===== src/rtl/imem_loader_if.sv =====
// Host-side bundle for the instruction-memory loader: byte stream in,
// instruction-memory write port and core-control status out.
interface imem_loader_if #(
    parameter int ADDR_W = 8
);
    // Load request and program byte stream
    logic              start;
    logic [ADDR_W:0]   num_words;
    logic              byte_valid;
    logic [7:0]        byte_data;
    logic              byte_ready;

    // Instruction-memory write port
    logic              imem_we;
    logic [ADDR_W-1:0] imem_addr;
    logic [31:0]       imem_wdata;

    // Core control and status
    logic              proc_hold;
    logic              busy;
    logic              done;
    logic              err;

    modport master (
        output start,
        output num_words,
        output byte_valid,
        output byte_data,
        input  byte_ready,
        input  imem_we,
        input  imem_addr,
        input  imem_wdata,
        input  proc_hold,
        input  busy,
        input  done,
        input  err
    );

    modport slave (
        input  start,
        input  num_words,
        input  byte_valid,
        input  byte_data,
        output byte_ready,
        output imem_we,
        output imem_addr,
        output imem_wdata,
        output proc_hold,
        output busy,
        output done,
        output err
    );
endinterface


===== src/rtl/imem_loader.sv =====
// Boot-time instruction-memory writer: packs a big-endian byte stream into
// 32-bit words, writes them to consecutive addresses, then releases the core.
module imem_loader #(
    parameter int ADDR_W    = 8,
    parameter int MAX_WORDS = 256
) (
    input  logic          CLK,
    input  logic          RST,
    imem_loader_if.slave  bus
);

    typedef enum logic [1:0] {
        IDLE  = 2'd0,
        RECV  = 2'd1,
        WRITE = 2'd2,
        DONE  = 2'd3
    } state_t;

    localparam logic [ADDR_W:0] MAX_LEN = (ADDR_W + 1)'(MAX_WORDS);
    localparam logic [ADDR_W:0] ONE_LEN = (ADDR_W + 1)'(1);

    state_t            state;
    state_t            state_nxt;

    logic [ADDR_W:0]   num_words_q;
    logic [ADDR_W-1:0] word_cnt;
    logic [1:0]        byte_cnt;
    logic [23:0]       shift_q;
    logic [ADDR_W-1:0] addr_q;
    logic [31:0]       wdata_q;
    logic              hold_q;
    logic              err_q;

    logic              ready_c;
    logic              we_c;
    logic              busy_c;
    logic              done_c;

    logic              len_ok;
    logic              start_seen;
    logic              byte_take;
    logic              last_byte;
    logic              last_word;

    assign len_ok     = (bus.num_words != '0) && (bus.num_words <= MAX_LEN);
    assign start_seen = (state == IDLE) && bus.start;
    assign byte_take  = (state == RECV) && bus.byte_valid;
    assign last_byte  = (byte_cnt == 2'd3);
    // word_cnt stops at num_words-1, so it never wraps even at the full 2^ADDR_W
    assign last_word  = ({1'b0, word_cnt} == (num_words_q - ONE_LEN));

    // NOTE: sequential state uses non-blocking assignments so every register
    // samples the pre-edge values of the others, independent of block order.
    always_ff @(posedge CLK) begin
        if (RST) begin
            state <= IDLE;
        end else begin
            state <= state_nxt;
        end
    end

    // NOTE: every output of this block gets a default first; a path that left
    // one unassigned would infer a latch.
    always_comb begin
        state_nxt = state;
        ready_c   = 1'b0;
        we_c      = 1'b0;
        busy_c    = 1'b0;
        done_c    = 1'b0;
        unique case (state)
            IDLE: begin
                if (bus.start && len_ok) begin
                    state_nxt = RECV;
                end
            end
            RECV: begin
                ready_c = 1'b1;
                busy_c  = 1'b1;
                if (bus.byte_valid && last_byte) begin
                    state_nxt = WRITE;
                end
            end
            WRITE: begin
                we_c      = 1'b1;
                busy_c    = 1'b1;
                state_nxt = last_word ? DONE : RECV;
            end
            DONE: begin
                done_c    = 1'b1;
                state_nxt = IDLE;
            end
            default: begin
                state_nxt = IDLE;
            end
        endcase
    end

    always_ff @(posedge CLK) begin
        if (RST) begin
            num_words_q <= '0;
            word_cnt    <= '0;
            byte_cnt    <= '0;
            shift_q     <= '0;
            addr_q      <= '0;
            wdata_q     <= '0;
            hold_q      <= 1'b1;
            err_q       <= 1'b0;
        end else begin
            if (start_seen) begin
                if (len_ok) begin
                    num_words_q <= bus.num_words;
                    word_cnt    <= '0;
                    byte_cnt    <= '0;
                    err_q       <= 1'b0;
                    hold_q      <= 1'b1;
                end else begin
                    err_q       <= 1'b1;
                end
            end

            // The 4th byte goes straight into the write register, so only
            // three bytes ever need to be buffered.
            if (byte_take) begin
                byte_cnt <= byte_cnt + 2'd1;
                shift_q  <= {shift_q[15:0], bus.byte_data};
                if (last_byte) begin
                    addr_q  <= word_cnt;
                    wdata_q <= {shift_q, bus.byte_data};
                end
            end

            if ((state == WRITE) && !last_word) begin
                word_cnt <= word_cnt + ADDR_W'(1);
            end

            if (state == DONE) begin
                hold_q <= 1'b0;
            end
        end
    end

    assign bus.byte_ready = ready_c;
    assign bus.imem_we    = we_c;
    assign bus.busy       = busy_c;
    assign bus.done       = done_c;
    assign bus.imem_addr  = addr_q;
    assign bus.imem_wdata = wdata_q;
    assign bus.proc_hold  = hold_q;
    assign bus.err        = err_q;

    a_we_single_cycle: assert property (
        @(posedge CLK) disable iff (RST) bus.imem_we |=> !bus.imem_we);

    a_no_accept_while_writing: assert property (
        @(posedge CLK) disable iff (RST) !(bus.byte_ready && bus.imem_we));

    a_addr_in_range: assert property (
        @(posedge CLK) disable iff (RST)
        bus.imem_we |-> ({1'b0, bus.imem_addr} < num_words_q));

    a_release_after_done: assert property (
        @(posedge CLK) disable iff (RST) bus.done |=> !bus.proc_hold);

endmodule


===== src/flat_wrapper.sv =====
// flat-port wrapper written by rule: the top's interface ports become plain ports
module imem_loader_flat 
#(
    parameter int ADDR_W    = 8,
    parameter int MAX_WORDS = 256
)
  (CLK, RST, bus_start, bus_num_words, bus_byte_valid, bus_byte_data, bus_byte_ready, bus_imem_we, bus_imem_addr, bus_imem_wdata, bus_proc_hold, bus_busy, bus_done, bus_err);
  imem_loader_if #(.ADDR_W(ADDR_W)) bus_i ();
  input  logic CLK;
  input  logic RST;
  input wire logic [$bits(bus_i.start)-1:0] bus_start;
  input wire logic [$bits(bus_i.num_words)-1:0] bus_num_words;
  input wire logic [$bits(bus_i.byte_valid)-1:0] bus_byte_valid;
  input wire logic [$bits(bus_i.byte_data)-1:0] bus_byte_data;
  output wire logic [$bits(bus_i.byte_ready)-1:0] bus_byte_ready;
  output wire logic [$bits(bus_i.imem_we)-1:0] bus_imem_we;
  output wire logic [$bits(bus_i.imem_addr)-1:0] bus_imem_addr;
  output wire logic [$bits(bus_i.imem_wdata)-1:0] bus_imem_wdata;
  output wire logic [$bits(bus_i.proc_hold)-1:0] bus_proc_hold;
  output wire logic [$bits(bus_i.busy)-1:0] bus_busy;
  output wire logic [$bits(bus_i.done)-1:0] bus_done;
  output wire logic [$bits(bus_i.err)-1:0] bus_err;
  assign bus_i.start = bus_start;
  assign bus_i.num_words = bus_num_words;
  assign bus_i.byte_valid = bus_byte_valid;
  assign bus_i.byte_data = bus_byte_data;
  assign bus_byte_ready = bus_i.byte_ready;
  assign bus_imem_we = bus_i.imem_we;
  assign bus_imem_addr = bus_i.imem_addr;
  assign bus_imem_wdata = bus_i.imem_wdata;
  assign bus_proc_hold = bus_i.proc_hold;
  assign bus_busy = bus_i.busy;
  assign bus_done = bus_i.done;
  assign bus_err = bus_i.err;
  imem_loader #(.ADDR_W(ADDR_W), .MAX_WORDS(MAX_WORDS)) u_core (.CLK(CLK), .RST(RST), .bus(bus_i));
endmodule

===== config.mk =====
export PLATFORM = sky130hd
export DESIGN_NAME = imem_loader_flat
export DESIGN_NICKNAME = d
export VERILOG_FILES = /design/src/rtl/imem_loader_if.sv /design/src/rtl/imem_loader.sv /design/src/flat_wrapper.sv
export SDC_FILE = /design/constraint.sdc
export NUM_CORES = 1
export LEC_CHECK = 0
export ABC_CLOCK_PERIOD_IN_PS = 5700
export CORE_MARGIN = 2
export CORE_UTILIZATION = 67
export CTS_CLUSTER_DIAMETER = 50
export CTS_CLUSTER_SIZE = 28
export DETAILED_ROUTE_END_ITERATION = 10
export DONT_BUFFER_PORTS = 1
export PLACE_DENSITY = 0.8
export SYNTH_ARGS = -nofsm -noshare
export SYNTH_HDL_FRONTEND = slang
export SYNTH_SLANG_ARGS = --single-unit

===== constraint.sdc =====
create_clock -name CLK -period 5.7 [get_ports CLK]
set_input_delay 0.285 -clock CLK [delete_from_list [all_inputs] [get_ports CLK]]
set_output_delay 0.285 -clock CLK [all_outputs]
set_load 0.1 [all_outputs]

After elaboration in Yosys (flattened, before gate mapping)
Index checks and enable logic that the tools add are counted.
- bits in registers: 87
- input port bits: 21
- output and inout port bits: 46
- logic and storage cells: 60
- add/subtract/negate cells: 3
- magnitude comparators: 1
- eq/ne operators: 7
- multiplexer cells: 18
- reduce and logical (&&, ||, !) cells: 22
- operator list (cell ; number):
    $mux W8 ; 3
    $mux W2 ; 6
    $reduce_and A2 Y1 ; 6
    $reduce_bool A2 Y1 ; 6
    $eq A8 B9 Y1 ; 1
    $le A9 B9 Y1 const B ; 1
    $reduce_bool A9 Y1 ; 1
    $sub A9 B1 Y9 const B ; 1
    $add A8 B1 Y8 const B ; 1
    $mux W1 ; 8
    $pmux W2 S4 ; 1
    $eq A2 B2 Y1 const B ; 3
    $logic_and A1 B1 Y1 ; 6
    $ne A2 B2 Y1 const B ; 2
    $add A2 B1 Y2 const B ; 1
    $eq A2 B1 Y1 const B ; 1
    $logic_not A2 Y1 ; 1
    $reduce_or A2 Y1 ; 1
    $logic_not A1 Y1 ; 1

Longest topological paths before layout
- depth in word-level cells: 6
- depth in mapped cells: 10
- depth with buffers taken out: 8

Worst setup path before layout
Ideal clock, no wire load.
- path type: flip-flop to flip-flop
- from: reg u_core.num_words_q[0]
- to: reg u_core.word_cnt[0]
- library setup time: 0.126 ns
- arrival time: 2.282 ns
- data required time: 5.574 ns
- setup slack: 3.292 ns
- cell stages (with the launch flop): 8
- path buffers: 1
- period minus slack after synthesis: 2.408 ns
- cell sequence: dfxtp_1 > buf_6 > or4_4 > or4_1 > a21o_1 > a221oi_4 > or2_2 > o21ai_0
- cells in the longest elaborated chain, start to end: 6
- elaborated cells on any way between the ends: 8
- classes of those cells: add/sub (1); eq/ne (1); mux (1); reduce/logical (5)
- ends and longest elaborated chain (element ; line ; text):
    start, declared ; imem_loader.sv:25 ; logic [ADDR_W:0] num_words_q;
    start signal, assigned ; imem_loader.sv:111 ; num_words_q <= bus.num_words;
    $sub A9 B1 Y9 * ; imem_loader.sv:50 ; assign last_word = ({1'b0, word_cnt} == (num_words_q - ONE_LEN));
    $eq A8 B9 Y1 * ; imem_loader.sv:50 ;
    $logic_not A1 Y1 * ; imem_loader.sv:132 ; if ((state == WRITE) && !last_word) begin
    $logic_and A1 B1 Y1 * ; imem_loader.sv:132 ;
    $reduce_bool A2 Y1 (no line) ; n/a ;
    $reduce_and A2 Y1 (no line) ; n/a ;
    end signal, assigned ; imem_loader.sv:133 ; word_cnt <= word_cnt + ADDR_W'(1);
    end, declared ; imem_loader.sv:26 ; logic [ADDR_W-1:0] word_cnt;
Mark *: on every way between the ends. The rest lies on a longest branch, timed or not.
A chain may end at the register's enable or synchronous reset.

Worst setup path in the final report
- from: reg u_core.state[1]
- to: reg u_core.addr_q[7], in the netlist u_core.bus.imem_addr[7]
- cells in the longest elaborated chain, start to end: 3
- ends and longest elaborated chain (element ; line ; text):
    start, declared ; imem_loader.sv:22 ; state_t state;
    start signal, assigned ; imem_loader.sv:58 ; state <= state_nxt;
    $eq A2 B1 Y1 ; imem_loader.sv:47 ; assign byte_take = (state == RECV) && bus.byte_valid;
    $logic_and A1 B1 Y1 ; imem_loader.sv:47 ;
    $reduce_and A2 Y1 (no line) ; n/a ;
    end signal, assigned ; imem_loader.sv:127 ; addr_q <= word_cnt;
    end, declared ; imem_loader.sv:29 ; logic [ADDR_W-1:0] addr_q;
Every way passes these cells.

==> impl_metrics.tcl <==
set metrics [dict create \
    yosysSeqAreaShare_pct 47.9 \
    synth-warning-count 0 \
    path_max_fanout 40 \
    finalInstanceArea_sq_um 3820 \
    max_clock_freq_mhz 271 \
    antenna_cells 0 \
    drcViolationCount 0 \
    wl_met2_mm 3.05 \
    postSynthAreaPerCell_sq_um 8.06 \
    final_antenna_net_count 0 \
    antenna_found_initial 0 \
    cts-htree-levels 3 \
    skew_ps 13.9 \
    wirelength_mm 7.07 \
    p_leak_nw 1.30 \
    post_drt_wl_per_cell_microns 13.9 \
    ys.flop_type "dfxtp_1" \
    via_count 2901 \
    hp-class "input port to flop" \
    top_layer "met4" \
    cp.depth 6 \
    syn_inst 451 \
    synthDistinctLibCells 42 \
    cp_num_buf_inv 1 \
    syn2layout_area_growth_pct 5.16 \
    finalPower_mw 1.37 \
    wl_met1_mm 3.36 \
    grt_pass1_vias 2741 \
    slowest_stage "nand2_1" \
    tns_ps 0 \
    synth_area_sq_um 3640 \
    hold_viol 0 \
    io_buffers 0 \
    yosysMostFrequentCell "nand2_1" \
    critPathLaunchType "flop" \
    critical_path.cell_chain "inv_1 -> ha_1 -> and2_1 -> nand2_1 -> nand2_1 -> a21oi_1" \
    postSynth.asyncResetShare_pct 0 \
    grt_pass1_wl_mm 12.3 \
    critPathArrivalTime_ps 3920 \
    cts-resized-gates 0 \
    nNetsFinal 462 \
    post-route-period-util_pct 64.7 \
    grt-ovfl-total 0 \
    dpl-instance-area_sq_um 3610 \
    max-slew-margin-rel_pct 19.4 \
    synth-seq-cells 87 \
    finalSetupViolations 0 \
    path_delay_family "simple AND/OR/NAND/NOR gates" \
    worstSetupEndpointType "flop" \
    whs_path_depth 1 \
    clock-root-buffer "clkbuf_8" \
    clock-sinks 87 \
    grt_max_degree 80 \
    rows 26 \
    path_class "flop to flop" \
    clk_latency_ps 360 \
    rsz0062_at_grt "false" \
    worst_ep_required_time_ps 5930 \
    r2r_cells 6 \
    initial_core_util_pct 70.3 \
    gp_congestion 0.853 \
    vdd_drop_max_uv 371 \
    period_needed_ps 3690 \
    synthesis.nets 480 \
    setup_ws_ps 2010 \
    die_width_microns 77.7 \
    final_cells 508 \
    core_region_area_sq_um 5170 \
    worst_slew_pin_slew_ps 1210 \
    synth_top_cell_by_area "dfxtp_1" \
    cts.clk_slew.worst_paths_ps 80 \
    ys_top_cells_by_count "nand2_1, dfxtp_1, a21oi_1, clkbuf_1, nor2_1" \
    crit_path_frequent_cell "nand2_1" \
    drive_above_1_share_pct 6.39 \
    dp_hpwl_mm 4.78 \
    yosys-top-cells-area "dfxtp_1, nand2_1, a21oi_1" \
    power_per_cell_area_nw_per_um2 357 \
    cts_buffers 9 \
    placedCellCount 491 \
    die-area_sq_um 6030 \
    ios 67 \
    grt_usage_pct 25.3 \
    yosys.area.top_type_share_pct 47.9 \
    cap_violations 0 \
    synth-edff-count 0 \
    via_per_inst 5.71 \
    preCtsSetupSlack_ps 1960 \
    postCtsSetupRepairBufs 0 \
    slowest_delay_ps 940 \
    drtIter0Drc 155 \
    slew_viol_final 0 \
    status "completed" \
    clockBufferDepth 2 \
    hold_buffers 1 \
    wl_met3_microns 602 \
    cts_tree "built" \
    fp.dieH_microns 77.7 \
    first_pass_iters 4 \
]
==> metal layers <==
metal  GRT usage (%)  vias up
met1            34.6     1333
li1                -     1473
met3            9.88        8
met2            37.2       87
met5               0        -
met4            7.50        0
==> cells by family after synthesis <==
family | share of synthesized area, %
xor gates and xnor gates | 3.13
buffers and inverters | 4.09
AOI/OAI and AO/OA | 16.1
DFF | 47.9
and+or+nand+nor | 23.3
muxes | 2.75
adders and majority gates | 2.75
==> sequential cells by signal (all words and copies together), names as in the netlist <==
signal / flops
u_core.bus.err: 1
u_core.bus.imem_addr: 8
u_core.bus.imem_wdata: 32
u_core.bus.proc_hold: 1
u_core.byte_cnt: 2
u_core.num_words_q: 9
u_core.shift_q: 24
u_core.state: 2
u_core.word_cnt: 8
==> worst register-to-register path, cell delays in order, from the launching register on <==
cell,delay (ps)
dfxtp_1,360
inv_1,110
ha_1,880
and2_1,850
nand2_1,950
nand2_1,330
a21oi_1,100
==> where the power goes <==
part           leakage [nW]  total (mW)  internal (mW)  switching, mW
registers             0.703       0.681          0.634         0.0474
clock network        0.0899       0.399          0.175          0.224
logic                 0.502       0.285         0.0835          0.202
total                  1.30        1.37          0.893          0.473
==> cell type report <==
type                    instances  area (sq um)
repair buffers                  3          42.5
fillers                       413          1350
multi-input cells             327          1750
flip-flops and latches         87          1740
clock buffers                  10           138
inverters                       5          18.8
clock inverters                 6          50.0
well taps                      70          87.6
==> cells in the final DEF (no fill, tap or decap), types with 2 or more instances in the layout <==
cell,instances
nand2_1,137
dfxtp_1,87
a21oi_1,71
nor2_1,22
mux2i_1,10
clkbuf_8,10
xnor2_1,8
ha_1,8
nand3_1,7
nor3_1,6
inv_1,5
xor2_1,5
o21ai_0,4
or2_2,4
a21o_1,4
o2bb2ai_1,4
a211oi_1,4
and3_1,3
or4_1,3
nand2b_1,3
inv_6,3
or3b_2,2
o211ai_1,2
nor3b_1,2
nand3b_1,2
o21bai_1,2
clkinvlp_4,2
buf_4,2
==> metrics by stage <==
stage	hold slack (ps)	util, %
after global placement	361	69.8
final	43.2	73.9
after global routing	20.4	73.9
after floorplan	421	-
after CTS	21.4	73.9
after detailed placement	361	69.8
==> final timing paths <==
path | slack (ps) | to | startpoint
max reg2reg | 2010 | u_core.bus.imem_addr[7] | u_core.state[1]
min reg2reg | 460 | u_core.bus.imem_wdata[29] | u_core.shift_q[21]
min | 40 | u_core.bus.proc_hold | RST
max | 2010 | u_core.bus.imem_addr[7] | u_core.state[1]
(Power assumes the default switching activity.)
